File: src/rtl/seq_divider.sv
// seq_divider: multi-cycle restoring divider, 2W-bit dividend by W-bit divisor.
// Define SEQ_DIVIDER_EARLY_OVF_EN to skip CALC when the quotient overflows.
module seq_divider #(
  parameter int W = 4
) (
  input  logic           clk,
  input  logic           rst_n,
  input  logic           in_valid,
  output logic           in_ready,
  input  logic [2*W-1:0] dividend,
  input  logic [W-1:0]   divisor,
  output logic           out_valid,
  input  logic           out_ready,
  output logic [W-1:0]   quotient,
  output logic [W-1:0]   remainder,
  output logic           ovf,
  output logic           dz
);

  localparam int CW = (W > 2) ? $clog2(W) : 1;

  typedef enum logic [1:0] {
    IDLE,
    CALC,
    DONE
  } state_e;

  state_e        state_q;
  logic [CW-1:0] cnt_q;
  logic [W-1:0]  rem_q;
  logic [W-1:0]  quo_q;
  logic [W-1:0]  dvs_q;
  logic [W-1:0]  lo_q;
  logic          ovf_c_q;
  logic          dz_c_q;
  logic          in_ready_q;
  logic          out_valid_q;
  logic [W-1:0]  quotient_q;
  logic [W-1:0]  remainder_q;
  logic          ovf_q;
  logic          dz_q;

  logic          accept;
  logic          ovf_in;
  logic          dz_in;
  logic [W:0]    rem_sh;
  logic [W:0]    trial;
  logic          ge;
  logic [W-1:0]  rem_d;
  logic [W-1:0]  quo_d;

  assign accept = in_valid & in_ready_q;
  assign ovf_in = dividend[2*W-1:W] >= divisor;
  assign dz_in  = divisor == '0;

  // The remainder only needs W+1 bits during the trial subtract;
  // once restored it is below the divisor and fits in W bits again.
  always_comb begin
    rem_sh = {rem_q, quo_q[W-1]};
    trial  = rem_sh - {1'b0, dvs_q};
    ge     = rem_sh >= {1'b0, dvs_q};
    rem_d  = ge ? trial[W-1:0] : rem_sh[W-1:0];
    quo_d  = {quo_q[W-2:0], ge};
  end

  always_ff @(posedge clk) begin
    if (!rst_n) begin
      state_q     <= IDLE;
      cnt_q       <= '0;
      rem_q       <= '0;
      quo_q       <= '0;
      dvs_q       <= '0;
      lo_q        <= '0;
      ovf_c_q     <= 1'b0;
      dz_c_q      <= 1'b0;
      in_ready_q  <= 1'b0;
      out_valid_q <= 1'b0;
      quotient_q  <= '0;
      remainder_q <= '0;
      ovf_q       <= 1'b0;
      dz_q        <= 1'b0;
    end else begin
      unique case (state_q)
        IDLE: begin
          if (accept) begin
            dvs_q      <= divisor;
            lo_q       <= dividend[W-1:0];
            rem_q      <= dividend[2*W-1:W];
            quo_q      <= dividend[W-1:0];
            ovf_c_q    <= ovf_in;
            dz_c_q     <= dz_in;
            cnt_q      <= CW'(W - 1);
            in_ready_q <= 1'b0;
`ifdef SEQ_DIVIDER_EARLY_OVF_EN
            state_q    <= ovf_in ? DONE : CALC;
`else
            state_q    <= CALC;
`endif
          end else begin
            in_ready_q <= 1'b1;
          end
        end
        CALC: begin
          rem_q <= rem_d;
          quo_q <= quo_d;
          cnt_q <= cnt_q - CW'(1);
          if (cnt_q == '0) begin
            cnt_q       <= '0;
            state_q     <= DONE;
            out_valid_q <= 1'b1;
            if (ovf_c_q) begin
              quotient_q  <= '1;
              remainder_q <= lo_q;
              ovf_q       <= 1'b1;
              dz_q        <= dz_c_q;
            end else begin
              quotient_q  <= quo_d;
              remainder_q <= rem_d;
              ovf_q       <= 1'b0;
              dz_q        <= 1'b0;
            end
          end
        end
        DONE: begin
          // Arriving without out_valid means CALC was skipped on overflow.
          if (!out_valid_q) begin
            out_valid_q <= 1'b1;
            quotient_q  <= '1;
            remainder_q <= lo_q;
            ovf_q       <= 1'b1;
            dz_q        <= dz_c_q;
          end else if (out_ready) begin
            state_q     <= IDLE;
            out_valid_q <= 1'b0;
            in_ready_q  <= 1'b1;
          end
        end
        default: begin
          state_q <= IDLE;
        end
      endcase
    end
  end

  assign in_ready  = in_ready_q;
  assign out_valid = out_valid_q;
  assign quotient  = quotient_q;
  assign remainder = remainder_q;
  assign ovf       = ovf_q;
  assign dz        = dz_q;

endmodule

File: config.mk
export PLATFORM = sky130hd
export DESIGN_NAME = seq_divider
export DESIGN_NICKNAME = d
export VERILOG_FILES = /design/src/rtl/seq_divider.sv
export SDC_FILE = /design/constraint.sdc
export NUM_CORES = 1
export LEC_CHECK = 0
export ABC_AREA = 0
export CAP_MARGIN = 15
export CORE_MARGIN = 4
export CORE_UTILIZATION = 51
export DETAILED_ROUTE_END_ITERATION = 8
export PLACE_DENSITY = 0.78
export SLEW_MARGIN = 5
export SYNTH_ARGS = -nofsm -noshare
export SYNTH_HDL_FRONTEND = slang
export SYNTH_SLANG_ARGS = --single-unit
File: constraint.sdc
create_clock -name clk -period 2.15 [get_ports clk]
set_input_delay 0.215 -clock clk [delete_from_list [all_inputs] [get_ports clk]]
set_output_delay 0.215 -clock clk [all_outputs]
set_load 0.01 [all_outputs]
==> flow_summary.json, run 1 <==
{
  "critical_path.endpoint_type": "flip-flop",
  "placed_cells": 238,
  "detail_route.vias_per_cell": 5.74,
  "tns_ns": 0,
  "synth_fa_ha_area_share_pct": 7.71,
  "cp.arrival_ns": 2.14,
  "power.clock.fraction_pct": 24.3,
  "first_global_vias": 1388,
  "dominant_combinational_cell_family_by_area_after_synthesis": "compound AO/OA/AOI/OAI gates",
  "clockRootBuffer": "clkbuf_4",
  "num_antenna_cells": 0,
  "numPortBuffers": 27,
  "grt_antenna_before_repair": 0,
  "comb_power_share_pct": 28.7,
  "first_pass_grt_wire_length_mm": 6.05,
  "fraction_of_synthesized_area_in_multiplexers_pct": 2.01,
  "maxClockFrequency_mhz": 540,
  "worst_r2r_path_depth": 6,
  "hpwlAfterDp_mm": 2.66,
  "hold_slack_ns": 0.430,
  "critical_path_max_stage_delay_ns": 0.40,
  "whs_path_depth": 3,
  "final-seq-area_um2": 681,
  "static_leakage_nw": 0.743,
  "p_int_mw": 1.07,
  "power_frac_seq_pct": 47.0,
  "grt_use_total_pct": 19.4,
  "synth_fp_nets": 208,
  "share_of_layout_cells_above_drive_strength_1_pct": 8.37,
  "fin_crit_sh_pct": 86.2,
  "floorplan.core_area_um2": 2830,
  "synth-edff-count": 0,
  "ys_warn_count": 0,
  "fin_ws_ns": 0.296,
  "clkTransAtPathRegs_ns": 0.11,
  "xor_and_xnor_fraction_of_the_mapped_netlist_area_pct": 0.562,
  "crit_chain": "inv_1 > ha_1 > o21ai_0 > o21ai_2 > mux2_2 > o22ai_1",
  "sw_frac_of_total_pct": 33.1,
  "post-place-ws_ns": 0.266,
  "cellPowerDensity_nw_per_um2": 824,
  "num-fill-cells": 251,
  "final_core_util_pct": 68.3,
  "final_design_area_no_fill_um2": 1930,
  "total_power_mw": 1.59,
  "grt_remaining_overflow": 0,
  "number_of_routed_nets_with_antenna_violations": 0,
  "final_cell_count_without_fillers": 246,
  "worst_margin_slew_ns": 0.630,
  "timing.hold.worst.class": "input pin to flip-flop",
  "cpLargestDelayFamily": "compound AO/OA/AOI/OAI gates",
  "drc": 0,
  "power.ir.vdd_worst_mv": 0.581,
  "timing.critical_path.buf_inv": 1,
  "grt_start_max_net_pins": 33,
  "finalHoldViolCount": 0,
  "worst_setup_path_start_kind": "flip-flop",
  "switching_power_uw": 527,
  "gpl.final_weighted_congestion": 0.874,
  "die_area_um2": 4000,
  "ys_seq_elements": 34,
  "drtPass1Iterations": 4,
  "sequential_cell_area_fraction_in_the_yosys_report_pct": 43.7,
  "routed_wire_length_per_instance_um": 15.1,
  "areaGrowthSynthToFinish_pct": 24.1,
  "rows": 19,
  "cts_sinks": 34,
  "detailroute.via_count": 1412,
  "cts_tree": "built",
  "synthCells": 183,
  "critical_path_cell_count": 6,
  "multi_input_comb_area_um2": 820,
  "synth_simple_gate_area_share_pct": 19.0,
  "critPathKind": "flip-flop to flip-flop",
  "finalClockSkew_ns": 0.0153,
  "finalWorstPathRequiredPeriod_ns": 1.85,
  "postCtsSetupRepairBufs": 0,
  "rsz0062_at_grt": "false",
  "slew-limit-headroom_pct": 57.8,
  "max-cap-violations": 0,
  "synth_compound_area_share_pct": 23.1,
  "design.portCount": 28,
  "drtIter0Drc": 60,
  "postSynth.asyncResetShare_pct": 0,
  "syn-cell-area_um2": 1560,
  "start_util_pct": 55.1,
  "setup_viol": 0,
  "outcome": "complete, no violations",
  "worstPathMaxFanout": 6,
  "max-clock-path-buffers": 2,
  "critPathRequiredTime_ns": 2.43,
  "synthDistinctLibCells": 34,
  "cts_inserted_buffers": 5,
  "synthFlopType": "dfxtp_1",
  "clock_latency_ns": 0.35,
  "final_stage_net_count": 239,
  "drt_wl_total_mm": 3.71,
  "postPlaceCellArea_um2": 1860,
  "slowest_stage_cell_on_the_critical_path": "mux2_2",
  "synthesis.area_per_instance_um2": 8.51,
  "die-height_um": 63.3,
  "chipWidth_um": 63.3,
  "cts.htree.levels": 2,
  "timing_max_transition_violations_final": 0
}
==> per-layer routing <==
| layer | GRT usage, % | vias to the layer above | wire length [um] |
|---|---|---|---|
| li1 | - | 711 | - |
| met5 | 0 | - | 0 |
| met4 | 7.28 | 0 | 57 |
| met2 | 32.8 | 40 | 1810 |
| met3 | 6.93 | 7 | 229 |
| met1 | 22.5 | 654 | 1620 |
==> state kept, by name (all words and copies together), names as in the netlist, 2 cells and up <==
| register | count |
|---|---|
| quo_q | 4 |
| dvs_q | 4 |
| state_q | 2 |
| rem_q | 4 |
| cnt_q | 2 |
| remainder | 4 |
| quotient | 4 |
| lo_q | 4 |
==> cells in the mapped netlist, types with 2 or more instances <==
cell | count | area, um^2
a22oi_1 | 9 | 67.6
o21ai_0 | 5 | 25.0
o22ai_1 | 10 | 62.6
nor3_1 | 2 | 10.0
nor2_1 | 14 | 52.6
a21oi_1 | 19 | 95.1
nor2b_1 | 4 | 25.0
inv_1 | 10 | 37.5
ha_1 | 8 | 100
nand2_1 | 33 | 124
nor3_2 | 2 | 20.0
buf_2 | 2 | 10.0
dfxtp_1 | 34 | 681
nand2b_1 | 4 | 25.0
mux2i_1 | 2 | 20.0
a31oi_1 | 4 | 25.0
clkbuf_1 | 4 | 15.0
==> kinds of logic after synthesis <==
kind of cell	after synthesis
mux	3
xor+xnor	1
compound gates	56
fa+ha+maj	9
buf+inv	16
flops	34
simple gates	64
==> layout make-up <==
| cell class | instances | share of cell area, % |
|---|---|---|
| clock buffers | 6 | 2.65 |
| multi-input cells | 133 | 42.4 |
| repair buffers | 30 | 15.1 |
| inverters | 10 | 1.94 |
| clock inverters | 2 | 0.647 |
| flip-flops and latches | 34 | 35.2 |
| well taps | 31 | 2.01 |
==> worst reg2reg max path, cell delays in order, from the launching register on <==
cell	delay [ns]
dfxtp_1	0.35
inv_1	0.05
ha_1	0.34
o21ai_0	0.16
o21ai_2	0.36
mux2_2	0.40
o22ai_1	0.14
==> cells in the final DEF, fill, tap and decap left out, drive strengths merged, types with 6 or more instances in the layout <==
cell type / count
inv: 10
nand2: 33
a21oi: 19
o22ai: 10
nor2: 14
dfxtp: 34
a22oi: 9
clkdlybuf4s50: 27
o21ai: 6
clkbuf: 6
ha: 8
==> path summary, 6_finish.rpt <==
path	slack (ns)	startpoint	to
worst max-delay path	0.30	dvs_q[2]	rem_q[0]
worst min-delay path	0.43	dividend[2]	lo_q[2]
worst max register to register	0.30	dvs_q[2]	rem_q[0]
worst min register to register	0.46	lo_q[0]	lo_q[0]
==> timing repair <==
action	CTS	global route
setup endpoints to repair	0	1
gates resized for setup	0	1
hold buffers	0	0
==> power by group through the flow <==
stage	registers (mW)	clock network (mW)	logic [mW]
floorplan	0.766	0	0.278
global route	0.759	0.424	0.505
global placement	0.760	0	0.434
detailed placement	0.762	0	0.448
CTS	0.749	0.391	0.453
finish	0.749	0.387	0.457
No activity file was read; power rests on OpenSTA's default activity.
==> inputs of run 2 (changes only) <==
Settings changed: CORE_UTILIZATION 51 to 55, DONT_BUFFER_PORTS from default to 1, PLACE_DENSITY 0.78 to 0.7.
Clock period 2.15 ns to 1.8 ns, I/O delays scaled along.
==> run 2 against run 1 <==
The flow now finishes with violations (setup timing); clock skew down 0.0046 ns; routed wire length up 5.3%; critical path depth up 1; global-route usage up 4.0 points; final cell count down 6.5%; sequential power up 23%; worst setup slack worse by 0.31 ns; power up 27%; largest power group unchanged; highest routed layer unchanged.
==> flow_summary.json, run 2 (synthesis gave the netlist of run 1 again) <==
{
  "rsz0062_at_grt": "true",
  "cts_sinks": 34,
  "start_util_pct": 57.0,
  "max-clock-path-buffers": 2,
  "drtIter0Drc": 72,
  "timing.hold.worst.class": "input pin to flip-flop",
  "design.portCount": 28,
  "cts_tree": "built",
  "hpwlAfterDp_mm": 2.62,
  "critPathKind": "flip-flop to flip-flop",
  "drc": 0,
  "total_power_mw": 2.03,
  "cts.htree.levels": 2,
  "slew-limit-headroom_pct": 68.9,
  "drtPass1Iterations": 4,
  "timing.critical_path.buf_inv": 1,
  "detailroute.via_count": 1371,
  "power.ir.vdd_worst_mv": 0.947,
  "finalHoldViolCount": 0,
  "chipWidth_um": 61.2,
  "critPathRequiredTime_ns": 2.01,
  "worst_setup_path_start_kind": "flip-flop",
  "max-cap-violations": 0,
  "numPortBuffers": 0,
  "final_stage_net_count": 223,
  "fin_crit_sh_pct": 101,
  "detail_route.vias_per_cell": 5.96,
  "cellPowerDensity_nw_per_um2": 1090,
  "number_of_routed_nets_with_antenna_violations": 0,
  "static_leakage_nw": 0.701,
  "grt_start_max_net_pins": 23,
  "worst_margin_slew_ns": 0.466,
  "setup_viol": 1,
  "final_cell_count_without_fillers": 230,
  "grt_remaining_overflow": 0,
  "finalClockSkew_ns": 0.0107,
  "die-height_um": 61.2,
  "cpLargestDelayFamily": "compound AO/OA/AOI/OAI gates",
  "floorplan.core_area_um2": 2730,
  "crit_chain": "inv_2 > ha_4 > nand2b_4 > a211oi_4 > o21ai_4 > mux2i_2 > o22ai_1",
  "grt_antenna_before_repair": 0,
  "multi_input_comb_area_um2": 886,
  "finalWorstPathRequiredPeriod_ns": 1.82,
  "final-seq-area_um2": 683,
  "layout_common_cells": "33 x nand2_1, 32 x dfxtp_1, 18 x a21oi_1, 14 x nor2_1, 10 x o22ai_1",
  "grt_use_total_pct": 23.4,
  "critical_path.endpoint_type": "flip-flop",
  "cts_inserted_buffers": 5,
  "worstPathMaxFanout": 5,
  "num_antenna_cells": 0,
  "gpl.final_weighted_congestion": 0.816,
  "clockRootBuffer": "clkbuf_4",
  "slowest_stage_cell_on_the_critical_path": "dfxtp_2",
  "first_pass_grt_wire_length_mm": 6.27,
  "cp.arrival_ns": 2.03,
  "clock_latency_ns": 0.35,
  "routed_wire_length_per_instance_um": 17.0,
  "fin_ws_ns": -0.0170,
  "share_of_layout_cells_above_drive_strength_1_pct": 15.1,
  "drt_wl_total_mm": 3.91,
  "maxClockFrequency_mhz": 550,
  "first_global_vias": 1339,
  "placed_cells": 213,
  "layout.cells.most_common": "nand2_1",
  "critical_path_max_stage_delay_ns": 0.34,
  "rows": 19,
  "timing_max_transition_violations_final": 0,
  "failing_checks": "setup timing",
  "outcome": "complete, but fails checks",
  "clkTransAtPathRegs_ns": 0.11,
  "die_area_um2": 3750,
  "areaGrowthSynthToFinish_pct": 19.1,
  "num-fill-cells": 223
}
## run 2: cell type report
cell class	instances	share of cell area [%]
clock inverters	3	2.43
inverters	10	2.02
repair buffers	14	6.88
clock buffers	5	2.02
flip-flops and latches	34	36.8
multi-input cells	133	47.7
well taps	31	2.09
## run 2: final timing paths
check,start,endpoint,slack (ns),cells after the start
max,quo_q[3],rem_q[1],-0.02,7
min,divisor[3],dz_c_q,0.02,3
max reg2reg,quo_q[3],rem_q[1],-0.02,7
min reg2reg,dvs_q[2],dvs_q[2],0.47,2
## run 2: worst min-delay path, cell delays in order
cell and delay, ns:
nor4_1 0.03, nand2_1 0.06, a21oi_1 0.06
## run 2: timing repair
item | CTS | global route
hold buffers | 9 | 0
hold endpoints to repair | 11 | 0
gates resized for setup | 5 | 11
setup endpoints to repair | 7 | 9
buffers inserted | 0 | 0
pin swaps | 1 | 7
## run 2: stage by stage
| step | instance area, um^2 | setup WS (ns) | setup TNS [ns] | utilization (%) | hold slack (ns) |
|---|---|---|---|---|---|
| global placement | 1610 | 0.00275 | 0 | 58.9 | 0.317 |
| global route | 1860 | -0.0578 | -0.140 | 67.9 | 0.0101 |
| detailed placement | 1610 | -0.0583 | -0.102 | 58.9 | 0.320 |
| finish | 1860 | -0.0170 | -0.0170 | 67.9 | 0.0160 |
| CTS | 1810 | 0.00993 | 0 | 66.1 | 0.00841 |
| floorplan | 1560 | 0.0554 | 0 | - | 0.313 |
## run 2: per-layer routing
metal / global-route usage [%] / wire (um)
met1: 28.1 / 1560
met2: 38.1 / 1950
met3: 7.13 / 274
met4: 11.1 / 122
met5: 0 / 0
## run 2: power by group
part	switching, mW	total [mW]	internal [mW]	leakage [nW]
Sequential	0.0905	0.924	0.834	0.278
Clock	0.281	0.573	0.291	0.0374
Combinational	0.299	0.531	0.233	0.385
